### src/rtl/cnn_mac_pipe_sat.sv
// Pipelined signed multiply-accumulate with valid/ready streaming,
// group accumulation delimited by first/last flags, and a shifted,
// saturated group result.
module cnn_mac_pipe_sat #(
   parameter int unsigned A_W       = 10,
   parameter int unsigned B_W       = 14,
   parameter int unsigned ACC_W     = 32,
   parameter int unsigned OUT_W     = 24,
   parameter int unsigned SHIFT     = 0,
   parameter int unsigned NUM_STAGE = 3
) (
   input  logic             ap_clk,
   input  logic             ap_rst,
   input  logic             in_valid,
   output logic             in_ready,
   input  logic [A_W-1:0]   din0,
   input  logic [B_W-1:0]   din1,
   input  logic             acc_first,
   input  logic             acc_last,
   output logic             out_valid,
   input  logic             out_ready,
   output logic [OUT_W-1:0] dout,
   output logic             dout_sat
);

   localparam int unsigned P_W  = A_W + B_W;
   localparam int unsigned LAST = NUM_STAGE - 1;

   // Saturation bounds expressed at accumulator width
   localparam logic signed [ACC_W-1:0] L_MAX = {{(ACC_W-OUT_W+1){1'b0}}, {(OUT_W-1){1'b1}}};
   localparam logic signed [ACC_W-1:0] L_MIN = {{(ACC_W-OUT_W+1){1'b1}}, {(OUT_W-1){1'b0}}};

   logic signed [P_W-1:0]   r_prod [NUM_STAGE];
   logic [NUM_STAGE-1:0]    r_vld;
   logic [NUM_STAGE-1:0]    r_first;
   logic [NUM_STAGE-1:0]    r_last;
   logic signed [ACC_W-1:0] r_acc;

   logic                    w_en;
   logic                    w_step;
   logic signed [P_W-1:0]   w_prod;
   logic signed [ACC_W-1:0] w_base;
   logic signed [ACC_W-1:0] w_sum;
   logic signed [ACC_W-1:0] w_shr;
   logic [OUT_W-1:0]        w_dout_nxt;
   logic                    w_sat_nxt;

   // Whole pipeline stalls only when a held result is not being taken
   assign w_en     = !(out_valid && !out_ready);
   assign in_ready = w_en;

   assign w_prod = P_W'($signed(din0)) * P_W'($signed(din1));
   assign w_step = r_vld[LAST] && w_en;

   // Product pipeline: stage 0 captures, later stages shift forward
   always_ff @(posedge ap_clk) begin
      if (ap_rst) begin
         r_vld   <= '0;
         r_first <= '0;
         r_last  <= '0;
         for (int unsigned i = 0; i < NUM_STAGE; i++) begin
            r_prod[i] <= '0;
         end
      end else if (w_en) begin
         r_prod[0]  <= w_prod;
         r_vld[0]   <= in_valid;
         r_first[0] <= acc_first;
         r_last[0]  <= acc_last;
         for (int unsigned i = 1; i < NUM_STAGE; i++) begin
            r_prod[i]  <= r_prod[i-1];
            r_vld[i]   <= r_vld[i-1];
            r_first[i] <= r_first[i-1];
            r_last[i]  <= r_last[i-1];
         end
      end
   end

   // Wrapping group sum, then shift and clamp to the output range
   always_comb begin
      w_base     = r_first[LAST] ? '0 : r_acc;
      w_sum      = w_base + ACC_W'(r_prod[LAST]);
      w_shr      = w_sum >>> SHIFT;
      w_dout_nxt = w_shr[OUT_W-1:0];
      w_sat_nxt  = 1'b0;
      if (w_shr > L_MAX) begin
         w_dout_nxt = L_MAX[OUT_W-1:0];
         w_sat_nxt  = 1'b1;
      end else if (w_shr < L_MIN) begin
         w_dout_nxt = L_MIN[OUT_W-1:0];
         w_sat_nxt  = 1'b1;
      end
   end

   // Accumulator clears after a last beat so the next group starts at 0
   always_ff @(posedge ap_clk) begin
      if (ap_rst) begin
         r_acc <= '0;
      end else if (w_step) begin
         r_acc <= r_last[LAST] ? '0 : w_sum;
      end
   end

   // Result register: load on last beat, otherwise drain on handshake
   always_ff @(posedge ap_clk) begin
      if (ap_rst) begin
         out_valid <= 1'b0;
         dout      <= '0;
         dout_sat  <= 1'b0;
      end else if (w_step && r_last[LAST]) begin
         out_valid <= 1'b1;
         dout      <= w_dout_nxt;
         dout_sat  <= w_sat_nxt;
      end else if (out_valid && out_ready) begin
         out_valid <= 1'b0;
      end
   end

endmodule

### config.mk
export PLATFORM = sky130hd
export DESIGN_NAME = cnn_mac_pipe_sat
export DESIGN_NICKNAME = d
export VERILOG_FILES = /design/src/rtl/cnn_mac_pipe_sat.sv
export SDC_FILE = /design/constraint.sdc
export NUM_CORES = 1
export LEC_CHECK = 0
export ABC_AREA = 1
export BUFFER_PORTS_ARGS = -buffer_cell sky130_fd_sc_hd__buf_2
export CAP_MARGIN = 30
export CORE_MARGIN = 1.5
export CORE_UTILIZATION = 45
export CTS_BUF_LIST = sky130_fd_sc_hd__clkbuf_8
export CTS_CLUSTER_SIZE = 20
export DETAILED_ROUTE_END_ITERATION = 7
export PLACE_DENSITY = 0.66
export SETUP_SLACK_MARGIN = 0.02
export SYNTH_ARGS = -nofsm -noshare
export SYNTH_HDL_FRONTEND = slang
export SYNTH_SLANG_ARGS = --single-unit
### constraint.sdc
create_clock -name ap_clk -period 4.4 [get_ports ap_clk]
set_input_delay 0 -clock ap_clk [delete_from_list [all_inputs] [get_ports ap_clk]]
set_output_delay 0 -clock ap_clk [all_outputs]
set_load 0.02 [all_outputs]
==> results_dict.tcl <==
set metrics [dict create \
    maxSlewHeadroom_pct 48.0 \
    slew_viol_final 0 \
    syn_nets 2003 \
    drt-total-wl_mm 28.9 \
    gp_congestion 0.890 \
    io_buffers 56 \
    synthMuxAreaShare_pct 0 \
    synthArstFlopShare_pct 0 \
    cts.reportedPaths.clkPinSlew_ns 0.08 \
    synth_edf_count 72 \
    worst_ep_arrival_time_ns 4.46 \
    layout_min_cycle_time_ns 4.26 \
    comb_power_share_pct 69.2 \
    grt_max_degree 62 \
    synth_flop_cell "edfxtp_1" \
    synth_area_leaders "fa_1 (19%), edfxtp_1 (16%), nand2_1 (13%), inv_1 (12%), dfxtp_1 (10%)" \
    vias 10771 \
    pwr-share-seq_pct 19.1 \
    cts_tree "yes" \
    status "complete, no violations" \
    leakagePower_nw 8.14 \
    worstSetupPathType "in -> reg" \
    seq_area_frac_synth_pct 26.5 \
    area_growth_pct 15.6 \
    die_area_sq_um 30500 \
    fp-row-count 62 \
    htree_num_levels 4 \
    finalHoldViolCount 0 \
    dieWidth_microns 175 \
    skew_ns 0.0153 \
    crit_fanout 5 \
    final_cell_mix "nand2_1 (453), inv_1 (424), nor2_1 (136)" \
    first_global_vias 10557 \
    ios 57 \
    syn_inst 1761 \
    yosys.area.top_type "fa_1" \
    avgRoutedWirePerCell_microns 12.6 \
    nets 2139 \
    drtAntennaViolNets 0 \
    r2r-start "r_first[2]" \
    clk-insertion-delay-late_ns 0.46 \
    worstHoldPathType "in -> reg" \
    grt_util_all_layers_pct 19.7 \
    antenna_found_initial 0 \
    critPathRequiredTime_ns 4.61 \
    syn_area_per_cell_sq_um 7.52 \
    dr.pass1.iters 5 \
    rsz0062_at_grt "no" \
    tightest_slew_ns 0.780 \
    worst_r2r_path_depth 17 \
    post-route-period-util_pct 96.8 \
    ff2ff_setup_slack_ns 1.00 \
    clockBufferDepth 2 \
    p_per_area_nw_per_um2 568 \
    cts_root_buf "clkbuf_8" \
    synthAdderAreaFrac_pct 27.1 \
    p_int_mw 4.95 \
    syn_area_sq_um 13200 \
    die_y_microns 175 \
    ys_types 45 \
    post-route-util_pct 53.0 \
    clock-sinks 139 \
    synth_simple_gate_area_share_pct 21.6 \
    drv_cap 0 \
    drive_gt1_share_pct 17.1 \
    swShare_pct 43.0 \
    hpwlAfterDp_mm 23.6 \
    yosysTopAreaCellShare_pct 18.8 \
    worstSetupEndpointType "flop" \
    cts_inserted_buffers 17 \
    ir_worst_vdd_mv 0.383 \
    synth_compound_area_share_pct 8.22 \
    finalSetupViolCount 0 \
    pwr-share-clk_pct 11.7 \
    netSwitchingPower_mw 3.74 \
    critPathLaunchType "input port" \
    yosys.area_share.xor_xnor_pct 2.32 \
    start_util_pct 45.9 \
    drt-vias-per-instance 4.70 \
    p_total_mw 8.69 \
    rr_endpoint "dout[2]" \
    drt_iter0_markers 549 \
    grt_first_pass_wirelength_mm 48.9 \
    crit_path_start "din0[9]" \
    synth_top_family_by_area "adder cells" \
    fillers 2844 \
    endpoint "r_prod[0][23]" \
    max_freq_mhz 235 \
    core_area_sq_um 28900 \
    num_antenna_cells 0 \
    final_common_cell "nand2_1" \
    synth-seq-cells 139 \
    yosysWarnings 0 \
    drc 0 \
    grt.overflow.total 0 \
]
power by group through the flow:
stage	combinational, mW	clock (mW)	sequential, mW
floorplan	3.82	0	1.68
global placement	5.73	0	1.69
detailed placement	5.85	0	1.69
CTS	5.90	1.04	1.66
global route	6.82	1.09	1.67
finish	6.02	1.02	1.66
final cells by class:
type                       count  area [sq um]  area share, %
sequential                   139          3500           22.9
multi-input combinational   1130          8080           52.8
timing repair inverter         1          7.51         0.0491
clock inverter                14           130          0.850
tap                          384           480           3.14
inverter                     440          1660           10.8
timing repair buffer         168          1200           7.83
clock buffer                  18           248           1.62
state kept, by name, summed over array words and instances (netlist names):
signal	cells
r_prod	72
r_acc	32
dout	24
r_first	3
r_last	3
r_vld	3
dout_sat	1
out_valid	1
cell usage after synthesis (2+ instances only):
cell and count:
ha_1 88, or2_2 4, nand2_2 29, a21o_1 3, o21bai_1 2, xor2_1 16, nand3_1 35, o21ai_0 47
a21oi_2 20, clkbuf_1 47, nand4_1 5, a21oi_1 84, inv_2 10, buf_6 2, nor2_1 142, clkinv_1 2
nand3_2 2, nand2_1 461, fa_1 124, o22ai_1 6, o21a_1 7, inv_1 428, nor2_4 2, buf_12 2
nor3_1 5, a211oi_1 2, xnor2_1 14, edfxtp_1 72, a31oi_1 9, dfxtp_1 67, nor2_2 10
logic make-up after synthesis:
family,count (synthesis)
xor+xnor,32
flops,139
simple gates,700
fa+ha+maj,212
compound gates,186
buf+inv,492
worst max-delay path, stage by stage:
cell and delay, ns:
buf_6 0.11, clkinvlp_4 0.16, buf_6 0.16, or2_2 0.29, fa_1 0.51, inv_1 0.05, fa_1 0.49, inv_1 0.06
fa_1 0.56, fa_1 0.43, fa_1 0.49, inv_1 0.06, ha_4 0.23, nand2_4 0.07, inv_1 0.05, a221oi_2 0.26
nand3_1 0.16, nand2_1 0.10, nand2_1 0.06, o21ai_1 0.11, a21oi_1 0.05
through the flow:
step	cells	setup slack (ns)	hold WS (ns)	setup TNS [ns]	cell area [sq um]
2_1_floorplan	1761	0.0119	0.113	0	13500
3_3_place_gp	2253	-0.341	0.203	-3.00	14700
3_5_place_dp	2254	-0.484	0.205	-4.18	14800
4_1_cts	2290	0.0233	0.0475	0	15200
5_1_grt	2294	0.00212	0.100	0	15300
6_report	2294	0.142	0.0703	0	15300
repair_timing:
action	in CTS	in global routing
hold buffers	4	0
resized for setup	0	34
setup buffers	0	3
hold endpoints to repair	17	0
endpoints found under the setup margin	0	12
routing by layer:
layer | vias up | wire [microns] | global-route usage [%]
met1 | 5032 | 13100 | 24.7
met5 | - | 0 | 0
li1 | 5525 | - | -
met4 | 0 | 565 | 5.16
met3 | 35 | 772 | 2.38
met2 | 179 | 14500 | 35.7
how the worst min path moves through the flow:
stage                     cells after the start  slack, ns    endpoint       from
after CTS                                     4       0.05   out_valid  out_ready
after global placement                        3       0.20   r_last[0]   acc_last
after floorplan                               2       0.11  r_first[0]  acc_first
after detailed placement                      3       0.21  r_first[0]  acc_first
after global routing                          4       0.10   out_valid  out_ready
final                                         4       0.07   out_valid  out_ready
Power figures use the tool's default switching activity.
